`src/rtl/leaf_egress_buffer.sv`:
```
// ---------------------------------------------------------------------------
// leaf_egress_buffer
//
// Elastic egress stage between the leaf flow-control stream output and the
// BFT network leaf input port. Packets the network cannot take right away
// wait in a small FIFO. A packet that finds the FIFO full (with no pop that
// cycle) is not stored; instead a one-cycle resend pulse tells the
// flow-control stage to present it again. Bit PACKET_BITS-1 is the packet
// valid flag, and an all-zero word is an idle slot.
//
// Optional feature: define LEAF_EGRESS_STATS_EN to build a saturating
// 16-bit rejected-packet counter on drop_count. When it is not defined,
// drop_count reads 16'h0000 and the port list does not change.
//
// Parameters
//   PACKET_BITS  packet width including the valid MSB
//   DEPTH_BITS   log2 of the FIFO depth (minimum 1)
// Ports
//   clk          rising-edge clock
//   reset        asynchronous, active-low; clears all state
//   pkt_in       packet from flow control; pushed when pkt_in[MSB] = 1
//   resend       registered 1-cycle pulse for each rejected packet
//   pkt_out      FIFO head to the network; all-zero when empty
//   pkt_out_ack  network accepted pkt_out this cycle (pop)
//   occupancy    registered entry count, 0 .. 2**DEPTH_BITS
//   drop_count   rejected-packet counter (LEAF_EGRESS_STATS_EN only)
// ---------------------------------------------------------------------------
module leaf_egress_buffer #(
  parameter int PACKET_BITS = 97,
  parameter int DEPTH_BITS  = 2
) (
  input  logic                   clk,
  input  logic                   reset,
  input  logic [PACKET_BITS-1:0] pkt_in,
  output logic                   resend,
  output logic [PACKET_BITS-1:0] pkt_out,
  input  logic                   pkt_out_ack,
  output logic [DEPTH_BITS:0]    occupancy,
  output logic [15:0]            drop_count
);

  localparam int DEPTH = 1 << DEPTH_BITS;

  // Count value that means "full": a one above DEPTH_BITS zeros.
  localparam logic [DEPTH_BITS:0] FULL_COUNT = {1'b1, {DEPTH_BITS{1'b0}}};

  logic [PACKET_BITS-1:0] mem [DEPTH];
  logic [DEPTH_BITS-1:0]  wr_ptr;
  logic [DEPTH_BITS-1:0]  rd_ptr;
  logic [DEPTH_BITS:0]    count;

  logic in_valid;
  logic pop;
  logic push;
  logic reject;

  // A pop in the same cycle frees a slot, so a full FIFO still accepts.
  always_comb begin
    // NOTE: every always_comb output gets a default first so that no path
    // leaves it unassigned, which would infer a latch.
    in_valid = pkt_in[PACKET_BITS-1];
    pop      = 1'b0;
    push     = 1'b0;
    reject   = 1'b0;
    if (pkt_out_ack && (count != '0)) begin
      pop = 1'b1;
    end
    if (in_valid && ((count != FULL_COUNT) || pop)) begin
      push = 1'b1;
    end
    if (in_valid && !push) begin
      reject = 1'b1;
    end
  end

  // Pointers, count and the resend pulse.
  always_ff @(posedge clk or negedge reset) begin
    if (!reset) begin
      wr_ptr <= '0;
      rd_ptr <= '0;
      count  <= '0;
      resend <= 1'b0;
    end else begin
      // NOTE: sequential state uses non-blocking assignments so every
      // register samples pre-edge values, regardless of statement order.
      resend <= reject;
      if (push) begin
        wr_ptr <= wr_ptr + 1'b1;
      end
      if (pop) begin
        rd_ptr <= rd_ptr + 1'b1;
      end
      case ({push, pop})
        2'b10:   count <= count + 1'b1;
        2'b01:   count <= count - 1'b1;
        default: count <= count;
      endcase
    end
  end

  // NOTE: the storage array has no reset. Entries are only visible through
  // count, which does reset, so stale contents can never reach pkt_out.
  // Leaving the array out of reset lets it map onto plain RAM/flops.
  always_ff @(posedge clk) begin
    if (push) begin
      mem[wr_ptr] <= pkt_in;
    end
  end

  // The head is read combinationally from registered state, so pkt_out
  // moves only after an edge and drops to zero as soon as reset clears count.
  assign pkt_out   = (count != '0) ? mem[rd_ptr] : '0;
  assign occupancy = count;

`ifdef LEAF_EGRESS_STATS_EN
  // Saturating rejected-packet counter, cleared only by reset.
  always_ff @(posedge clk or negedge reset) begin
    if (!reset) begin
      drop_count <= '0;
    end else if (reject && (drop_count != 16'hFFFF)) begin
      drop_count <= drop_count + 16'd1;
    end
  end
`else
  assign drop_count = 16'h0000;
`endif

  // DEPTH is kept for readability of the sizing above.
  logic unused_depth;
  assign unused_depth = (DEPTH == 0);

endmodule

```
`config.mk`:
```
export PLATFORM = sky130hd
export DESIGN_NAME = leaf_egress_buffer
export DESIGN_NICKNAME = d
export VERILOG_FILES = /design/src/rtl/leaf_egress_buffer.sv
export SDC_FILE = /design/constraint.sdc
export NUM_CORES = 1
export LEC_CHECK = 0
export CORE_MARGIN = 2
export CORE_UTILIZATION = 35
export CTS_BUF_LIST = sky130_fd_sc_hd__clkbuf_8 sky130_fd_sc_hd__clkbuf_16
export CTS_CLUSTER_SIZE = 8
export DETAILED_ROUTE_END_ITERATION = 8
export SYNTH_ARGS = -nofsm -noshare
export SYNTH_HDL_FRONTEND = slang
export SYNTH_SLANG_ARGS = --single-unit
```
`constraint.sdc`:
```
create_clock -name clk -period 3.8 [get_ports clk]
set_clock_uncertainty 0.05 [all_clocks]
set_input_delay 0.38 -clock clk [delete_from_list [all_inputs] [get_ports clk]]
set_output_delay 0.38 -clock clk [all_outputs]
set_load 0.1 [all_outputs]
```
==> qor.yml <==
placement:
  dp_hpwl_mm: 18.7
  io_buffers: 200
  gp_congestion: 0.711
global_route:
  grt_pass1_wl_mm: 47.9
  antenna_found_initial: 1
  grt_start_max_net_pins: 98
  grt_pass1_vias: 7940
  grt_util_all_layers_pct: 14.4
  overflow: 0
clock_tree:
  clk_pin_slew_worst_paths_ns: 0.05
  postCtsSetupRepairBufs: 0
  h-tree-depth: 2
  cts_resized: 0
  clk_latency_ns: 0.56
  clock_path_buffers: 3
  root_buffer: "clkbuf_16"
  hold_buffers: 0
  clock-sinks: 396
  cts_tree: "done"
  cts_made_buffers: 55
timing:
  hold_violations: 0
  rsz0062_at_grt: "false"
  tightestPinTransition_ns: 0.979
  max_freq_mhz: 314
  fin_crit_ns: 3.19
  maxSlewHeadroom_pct: 34.5
  fin_setup_tns_ns: 0
  period_share_pct: 83.9
  finalSetupViolCount: 0
  drv_slew: 0
critical_path:
  crit_type: "flip-flop to primary output"
  crit_required_ns: 3.37
  r2r_cells: 6
  startpoint_type: "flip-flop"
  cp-startpoint: "rd_ptr[0]$_DFFE_PN0P_"
  rrSetupSlack_ns: 1.40
  endpoint: "pkt_out[85]"
  timing.rr.end: "occupancy[2]$_DFFE_PN0P_"
  r2r-start: "occupancy[2]$_DFFE_PN0P_"
  arrival_ns: 2.76
  end_kind: "primary output"
  path_max_fanout: 29
route:
  wl_met2_mm: 15.1
  route.detailed.drc: 0
  via_per_inst: 4.74
  routedWlPerCell_um: 21.0
  totalWireLength_mm: 32.1
  vias: 7252
  wl_met1_mm: 14.4
  wl_met3_mm: 2.01
  ant_nets: 0
  highest_layer: "met4"
  drt_iter0_drc: 488
  drt_first_pass_iters: 4
min_path:
  hp-class: "input port to asynchronous set/reset pin"
synth:
  ys_types: 34
  yosysWarnings: 0
  synth_area_leaders: "edfxtp_1 76%, mux4_2 14%, and2_1 4.1%, dfrtp_1 1.3%, buf_4 0.84%"
  syn-cell-area_um2: 15300
  synth_area_leader_cell: "edfxtp_1"
  synth_top_area_share_pct: 76.3
  ys_ff_latch: 396
  ys_seq_area_share_pct: 77.6
  syn_area_per_cell_um2: 22.4
  netlist_instances: 682
outcome:
  outcome: "complete, no violations"
layout:
  drive_above_1_share_pct: 29.6
  synthToLayoutAreaGrowth_pct: 26.5
  final_cell_mix: "388 x edfxtp_1, 106 x buf_4, 103 x clkdlybuf4s50_1"
  finalNetCount: 1025
  fillers: 3703
  final_common_cell: "edfxtp_1"
floorplanning:
  start_util_pct: 35.4
  die_h_um: 213
  core_um2: 43100
  io_pins: 217
  die_w_um: 213
  die_area_um2: 45300
  rows: 76
flow_run:
  drv_cap: 0
-- worst max-delay path: stages, from the launching register on --
cell     delay [ns]
dfrtp_4        0.86
buf_4          0.37
mux4_2         0.52
and2_1         0.19
buf_4          0.24
-- final cells by class --
| cell class | instances | area, um^2 | share of cell area (%) |
|---|---|---|---|
| Clock inverter | 23 | 113 | 0.583 |
| Sequential cell | 396 | 11900 | 61.4 |
| Tap cell | 585 | 732 | 3.79 |
| Inverter | 4 | 15.0 | 0.0778 |
| Multi-Input combinational cell | 246 | 3170 | 16.4 |
| Clock buffer | 57 | 1430 | 7.39 |
| Antenna cell | 2 | 5.00 | 0.0259 |
| Timing Repair Buffer | 217 | 1990 | 10.3 |
-- kinds of logic (layout without fill, tap and decap cells) --
family          Yosys count  count (layout)  synth area share, %
compound gates            9               9                0.451
xor+xnor                  5               5                0.287
fa+ha+maj                 5               5                0.459
buf+inv                  55             301                 2.08
flops                   396             396                 77.6
mux                      98              98                 14.4
other cells               1              18               0.0246
simple gates            113             113                 4.66
-- per-stage QoR --
stage	cells	setup slack [ns]	utilization (%)	hold WS (ns)	instance area [um^2]
floorplan	697	0.652	-	0.0344	15300
global placement	1448	1.07	41.2	0.528	17800
detailed placement	1448	1.01	41.2	0.511	17800
global route	1528	0.416	44.8	0.0747	19300
CTS	1528	0.485	44.8	0.0486	19300
finish	1530	0.612	44.8	0.0692	19300
-- synthesized netlist by cell type (all sizes together) --
library cell and n:
nand2 1, o21a 1, mux4 97, or3 1, o21ba 1, ha 4
o21ai 1, and3 1, clkbuf 17, inv 4, a22oi 1, nand3b 2
conb 1, fa 1, a211o 1, or3b 2, nor3b 1, nor4b 1
xnor2 3, nand3 2, o32ai 1, mux2 1, o211ai 2, nor2 1
and2 101, buf 34, dfrtp 8, a31oi 1, edfxtp 388, xor2 2
-- how the worst min path moves through the flow --
stage	slack (ns)	endpoint	from	depth (start not counted)
3_5_place_dp	0.51	wr_ptr[1]$_DFFE_PN0P_	wr_ptr[1]$_DFFE_PN0P_	1
2_1_floorplan	0.03	occupancy[0]$_DFFE_PN0P_	reset	0
6_report	0.07	occupancy[2]$_DFFE_PN0P_	reset	1
4_1_cts	0.05	occupancy[2]$_DFFE_PN0P_	reset	1
5_1_grt	0.07	occupancy[2]$_DFFE_PN0P_	reset	1
3_3_place_gp	0.53	wr_ptr[1]$_DFFE_PN0P_	wr_ptr[1]$_DFFE_PN0P_	1
-- metal layers --
metal	global-route usage [%]	vias up
met2	22.5	247
li1	-	3209
met3	3.28	38
met4	4.65	0
met5	0	-
met1	20.1	3758
-- registers in the layout (all words and copies together), names as in the netlist --
| name | cells |
|---|---|
| occupancy | 3 |
| rd_ptr | 2 |
| mem | 388 |
| resend | 1 |
| wr_ptr | 2 |
Power is left out: the tool's default activity adds up to more than one toggle a clock period on the data nets, which glitch-free logic cannot reach.
